**src/rtl/mem_wb_stage.sv**
```systemverilog
// MEM/WB pipeline stage: register ALU results for write-back and run loads to completion.
// Loads stall the pipeline until data memory deasserts MEM_BUSYWAIT, then the aligned and
// extended value is written back. Bad loads (misaligned, illegal FUNCT3) and loads that
// wait too long raise a one-cycle ERR pulse and produce no write.
module mem_wb_stage #(
  parameter logic [7:0] WAIT_LIMIT = 8'd255
) (
  input  logic        CLK,
  input  logic        RESET,
  input  logic        VALID,
  input  logic [31:0] ALU_RESULT,
  input  logic [4:0]  RD,
  input  logic        REG_WRITE,
  input  logic        MEM_READ,
  input  logic [2:0]  FUNCT3,
  input  logic [31:0] MEM_READDATA,
  input  logic        MEM_BUSYWAIT,
  output logic [31:0] WB_DATA,
  output logic [4:0]  WB_ADDR,
  output logic        WB_EN,
  output logic        STALL,
  output logic        ERR
);

  localparam logic [0:0] StIdle = 1'b0;
  localparam logic [0:0] StWait = 1'b1;

  logic [0:0]  state_q, state_d;
  logic [7:0]  cnt_q, cnt_d;
  logic [4:0]  rd_q, rd_d;
  logic [2:0]  funct3_q, funct3_d;
  logic [1:0]  off_q, off_d;
  logic [31:0] wb_data_d;
  logic [4:0]  wb_addr_d;
  logic        wb_en_d;
  logic        err_d;

  logic        acc_bad;
  logic [31:0] load_val;
  logic [7:0]  byte_v;
  logic [15:0] half_v;
  logic [8:0]  cnt_next;

  // Classify an incoming load as misaligned or illegal before it is accepted.
  always_comb begin
    acc_bad = 1'b0;
    case (FUNCT3)
      3'b000, 3'b100: acc_bad = 1'b0;
      3'b001, 3'b101: acc_bad = ALU_RESULT[0];
      3'b010:         acc_bad = (ALU_RESULT[1:0] != 2'b00);
      default:        acc_bad = 1'b1;
    endcase
  end

  // Align the memory word using the captured offset and extend per the captured load type.
  always_comb begin
    byte_v = 8'h00;
    case (off_q)
      2'd0:    byte_v = MEM_READDATA[7:0];
      2'd1:    byte_v = MEM_READDATA[15:8];
      2'd2:    byte_v = MEM_READDATA[23:16];
      default: byte_v = MEM_READDATA[31:24];
    endcase
    half_v   = off_q[1] ? MEM_READDATA[31:16] : MEM_READDATA[15:0];
    load_val = MEM_READDATA;
    case (funct3_q)
      3'b000:  load_val = {{24{byte_v[7]}}, byte_v};
      3'b001:  load_val = {{16{half_v[15]}}, half_v};
      3'b100:  load_val = {24'h000000, byte_v};
      3'b101:  load_val = {16'h0000, half_v};
      default: load_val = MEM_READDATA;
    endcase
  end

  // Stall while a load is outstanding, including the cycle a good load is accepted.
  always_comb begin
    STALL = (state_q == StWait) ||
            ((state_q == StIdle) && VALID && MEM_READ && !acc_bad);
  end

  // Next-state, counter and write-back decisions.
  always_comb begin
    state_d   = state_q;
    cnt_d     = cnt_q;
    rd_d      = rd_q;
    funct3_d  = funct3_q;
    off_d     = off_q;
    wb_data_d = WB_DATA;
    wb_addr_d = WB_ADDR;
    wb_en_d   = 1'b0;
    err_d     = 1'b0;
    // Widened so a limit of 255 cannot wrap the compare.
    cnt_next  = {1'b0, cnt_q} + 9'd1;
    case (state_q)
      StIdle: begin
        if (VALID) begin
          if (MEM_READ) begin
            if (acc_bad) begin
              err_d = 1'b1;
            end else begin
              state_d  = StWait;
              cnt_d    = 8'd0;
              rd_d     = RD;
              funct3_d = FUNCT3;
              off_d    = ALU_RESULT[1:0];
            end
          end else if (REG_WRITE && (RD != 5'd0)) begin
            wb_en_d   = 1'b1;
            wb_data_d = ALU_RESULT;
            wb_addr_d = RD;
          end
        end
      end
      default: begin
        // Data arriving on the limit edge wins over the timeout.
        if (!MEM_BUSYWAIT) begin
          state_d = StIdle;
          if (rd_q != 5'd0) begin
            wb_en_d   = 1'b1;
            wb_data_d = load_val;
            wb_addr_d = rd_q;
          end
        end else if (cnt_next >= {1'b0, WAIT_LIMIT}) begin
          state_d = StIdle;
          cnt_d   = cnt_next[7:0];
          err_d   = 1'b1;
        end else begin
          cnt_d = cnt_next[7:0];
        end
      end
    endcase
  end

  // State and output registers with synchronous reset.
  always_ff @(posedge CLK) begin
    if (RESET) begin
      state_q  <= StIdle;
      cnt_q    <= 8'd0;
      rd_q     <= 5'd0;
      funct3_q <= 3'd0;
      off_q    <= 2'd0;
      WB_DATA  <= 32'd0;
      WB_ADDR  <= 5'd0;
      WB_EN    <= 1'b0;
      ERR      <= 1'b0;
    end else begin
      state_q  <= state_d;
      cnt_q    <= cnt_d;
      rd_q     <= rd_d;
      funct3_q <= funct3_d;
      off_q    <= off_d;
      WB_DATA  <= wb_data_d;
      WB_ADDR  <= wb_addr_d;
      WB_EN    <= wb_en_d;
      ERR      <= err_d;
    end
  end

endmodule

```
**config.mk**
```make
export PLATFORM = sky130hd
export DESIGN_NAME = mem_wb_stage
export DESIGN_NICKNAME = d
export VERILOG_FILES = /design/src/rtl/mem_wb_stage.sv
export SDC_FILE = /design/constraint.sdc
export NUM_CORES = 1
export LEC_CHECK = 0
export BUFFER_PORTS_ARGS = -buffer_cell sky130_fd_sc_hd__clkbuf_2
export CAP_MARGIN = 20
export CORE_MARGIN = 8
export CORE_UTILIZATION = 54
export CTS_CLUSTER_DIAMETER = 100
export CTS_CLUSTER_SIZE = 25
export DETAILED_ROUTE_END_ITERATION = 16
export PLACE_DENSITY_LB_ADDON = 0.12
export SYNTH_ARGS = -nofsm -noshare
export SYNTH_HDL_FRONTEND = slang
export SYNTH_SLANG_ARGS = --single-unit
```
**constraint.sdc**
```tcl
create_clock -name CLK -period 4.65 [get_ports CLK]
set_input_delay 0.465 -clock CLK [delete_from_list [all_inputs] [get_ports CLK]]
set_output_delay 0.465 -clock CLK [all_outputs]
set_load 0.02 [all_outputs]
```
==> run_results.csv <==
group,metric,value,unit
yosys,avgSynthCellArea,8.089,um2
yosys,ys_seq_area_frac,0.3571,
die,ios,118,
cells_and_area,syn2layout_area_growth,22.78,%
global_route,antenna_found_initial,0,
critical_path,r2r-end,"WB_DATA[4]$_SDFFE_PP0P_",
sta,hold_viol_final,0,
cells_and_area,drive_gt1_frac,0.3010,
worst_hold_path,min_to,"funct3_q[2]$_SDFFE_PP0P_",
yosys,synthTopCellsByArea,"dfxtp_1, a21oi_1, mux2i_1",
clock_tree,clk_pin_slew,60,ps
power_and_ir_drop,p_per_area,284.8,nW/um2
sta,finalCritPeriodShare,0.7367,
sta,slew_headroom,0.2845,
detailed_routing,wirelength,10.12,mm
die,dieWidth,93.60,um
placed_design,place.gp.congestion,0.8946,
placed_design,port_buffers,117,
yosys,yosysWarnings,0,
status,outcome,"complete, no violations",
worst_hold_path,hp-class,"in2reg",
yosys,ys_types,50,
sta,fmax,291.9,MHz
yosys,syn_area,3252,um2
sta,fin_setup_tns,0,ps
yosys,ys.flop_type,"dfxtp_1",
clock_tree,post-cts-setup-buffers,0,
placed_design,pre_cts_ws,1323,ps
sta,min_period,3426,ps
sta,finClkSkew,5.872,ps
yosys,yosys.area.top_type,"dfxtp_1",
detailed_routing,antenna_left,0,
power_and_ir_drop,peakVddDrop,0.2005,mV
die,die-area,8761,um2
detailed_routing,dr.first_iter.drc_count,293,
clock_tree,root_buffer,"clkbuf_8",
yosys,synth-edff-count,0,
sta,worst_slack,1224,ps
cells_and_area,nFillCells,507,
yosys,synth_nets,482,
critical_path,start_kind,"register",
clock_tree,cts_tree,"yes",
critical_path,worstPathMaxFanout,29,
yosys,synth-seq-cells,58,
worst_hold_path,hold_path_depth,3,
yosys,synthArstFlopShare,0,
yosys,netlist_instances,402,
clock_tree,htree_levels,3,
critical_path,r2r_cells,7,
critical_path,rrSetupSlack,1220,ps
clock_tree,clock-sinks,58,
global_route,grt_use_total,0.2235,
die,core_area,5886,um2
flow_run,max-cap-violations,0,
global_route,gr-total-overflow,0,
global_route,grt_max_degree,60,
critical_path,worstPathRequired,4890,ps
global_route,grt_pass1_wl,15.67,mm
cells_and_area,fin_nets,580,
critical_path,crit_type,"reg2reg",
clock_tree,cts_resized,0,
power_and_ir_drop,p_leak,1.765,nW
detailed_routing,wl_per_cell,17.46,um
clock_tree,cts_buffers,9,
detailed_routing,vias,3445,
clock_tree,hold_buffers,0,
critical_path,cp.arrival,3660,ps
detailed_routing,first_pass_iters,5,
global_route,grt_pass1_vias,3237,
die,start_util,0.5525,
cells_and_area,diodes,0,
yosys,synth_top_area_share,0.3571,
critical_path,cp-end-kind,"register",
sta,setup_viol,0,
worst_hold_path,min_from,"FUNCT3[2]",
detailed_routing,vias_per_cell,5.940,
placed_design,place_hpwl,7.348,mm
clock_tree,insertion_delay,340,ps
die,die_h,93.60,um
sta,rsz0062_at_grt,"no",
detailed_routing,drc_errors,0,
die,rows,28,
clock_tree,cts_max_path_buffers,2,
critical_path,r2r_start,"state_q$_SDFF_PP0_",
sta,maxSlewViolCount,0,
sta,worstMarginPinSlew,1072,ps
cells in the mapped netlist (5+ instances only):
cell type	count
nand3b_1	9
a31oi_1	5
nor2b_1	5
clkbuf_1	23
o32ai_1	18
a22o_1	9
nor3_1	10
buf_2	7
a211oi_1	5
o21ai_0	16
o221ai_1	13
nand2_1	35
mux2i_1	22
dfxtp_1	58
nand3_1	9
inv_1	10
nor2_1	42
a21oi_1	55
state kept, by name, indices dropped and copies added, names as in the netlist:
name	count
WB_EN	1
funct3_q	3
ERR	1
cnt_q	8
rd_q	5
WB_DATA	32
off_q	2
WB_ADDR	5
state_q	1
worst max-delay path by stage:
stage,from,end,slack [ps],cells past startpoint
2_1_floorplan,MEM_READ,WB_DATA[16]$_SDFFE_PP0P_,2910,7
3_3_place_gp,state_q$_SDFF_PP0_,WB_DATA[3]$_SDFFE_PP0P_,1450,7
3_5_place_dp,state_q$_SDFF_PP0_,WB_DATA[4]$_SDFFE_PP0P_,1320,7
4_1_cts,state_q$_SDFF_PP0_,WB_DATA[4]$_SDFFE_PP0P_,1290,7
5_1_grt,state_q$_SDFF_PP0_,WB_DATA[4]$_SDFFE_PP0P_,950,7
6_report,state_q$_SDFF_PP0_,WB_DATA[4]$_SDFFE_PP0P_,1220,7
layer usage:
metal	share of wire	wire, um	vias to the layer above	track usage
li1	-	-	1683	-
met1	0.44	4450	1597	0.2968
met2	0.46	4627	149	0.3302
met3	0.089	902	16	0.07612
met4	0.014	143	0	0.07266
met5	0	0	-	0
layout make-up:
cell class,count,area (um2),share of cell area
Clock buffer,14,172.7,0.04325
Clock inverter,2,10.01,0.002507
Inverter,11,41.29,0.01034
Multi-Input combinational cell,298,1891,0.4735
Sequential cell,58,1161,0.2908
Tap cell,75,93.84,0.02350
Timing Repair Buffer,122,623.1,0.1561
stage by stage:
step | power (mW) | instances | util | area [um2] | hold slack, ps
floorplan | 0.6425 | 402 | - | 3252 | 464.1
global placement | 0.7156 | 564 | 0.6473 | 3810 | 444.9
detailed placement | 0.7178 | 564 | 0.6473 | 3810 | 452.0
CTS | 1.141 | 580 | 0.6784 | 3993 | 387.3
global route | 1.184 | 580 | 0.6784 | 3993 | 388.3
finish | 1.137 | 580 | 0.6784 | 3993 | 401.4
where the power goes:
part           switching [mW]  internal, mW  total (mW)
combinational           0.108        0.0713       0.180
clock                   0.192         0.236       0.428
sequential             0.0146         0.515       0.530
total                   0.315         0.822        1.14
critical path: stages (launching register included):
cell	delay, ps
dfxtp_1	570
buf_4	360
nand2b_1	110
a21oi_2	690
or2_1	820
buf_4	360
o221ai_1	170
o32ai_1	240
layout by cell type, fill, tap and decap left out, types with 2 or more instances in the layout:
cell type	n
o221ai_1	13
a21oi_1	55
inv_1	10
ha_1	2
nor2b_1	5
a31oi_1	5
mux2i_1	22
clkinv_2	2
and3_1	2
a21oi_2	2
clkbuf_8	12
nor2_1	42
nand4_1	3
a22oi_1	2
nor3_1	10
a21o_1	2
xnor2_1	2
nand2b_1	4
o32ai_2	2
dfxtp_1	58
nand2_1	35
o221ai_2	2
clkbuf_2	117
nand3_1	9
a22o_1	9
o31ai_1	4
clkbuf_1	2
a211oi_1	5
o32ai_1	18
buf_4	5
or3_1	2
o21ai_0	16
nand3b_1	9
cell families (layout without fill, tap and decap cells):
family                   count (synthesis)  in the layout  synth area share
flip-flops                              58             58            0.3571
adder cells (fa/ha/maj)                  2              2          0.007694
AND/OR/NAND/NOR                        131            131            0.1974
AO/OA/AOI/OAI                          139            139            0.2928
XOR/XNOR                                 2              2          0.005388
multiplexers                            24             24           0.07811
buffers and inverters                   46            149           0.06156
(Power assumes the default switching activity.)
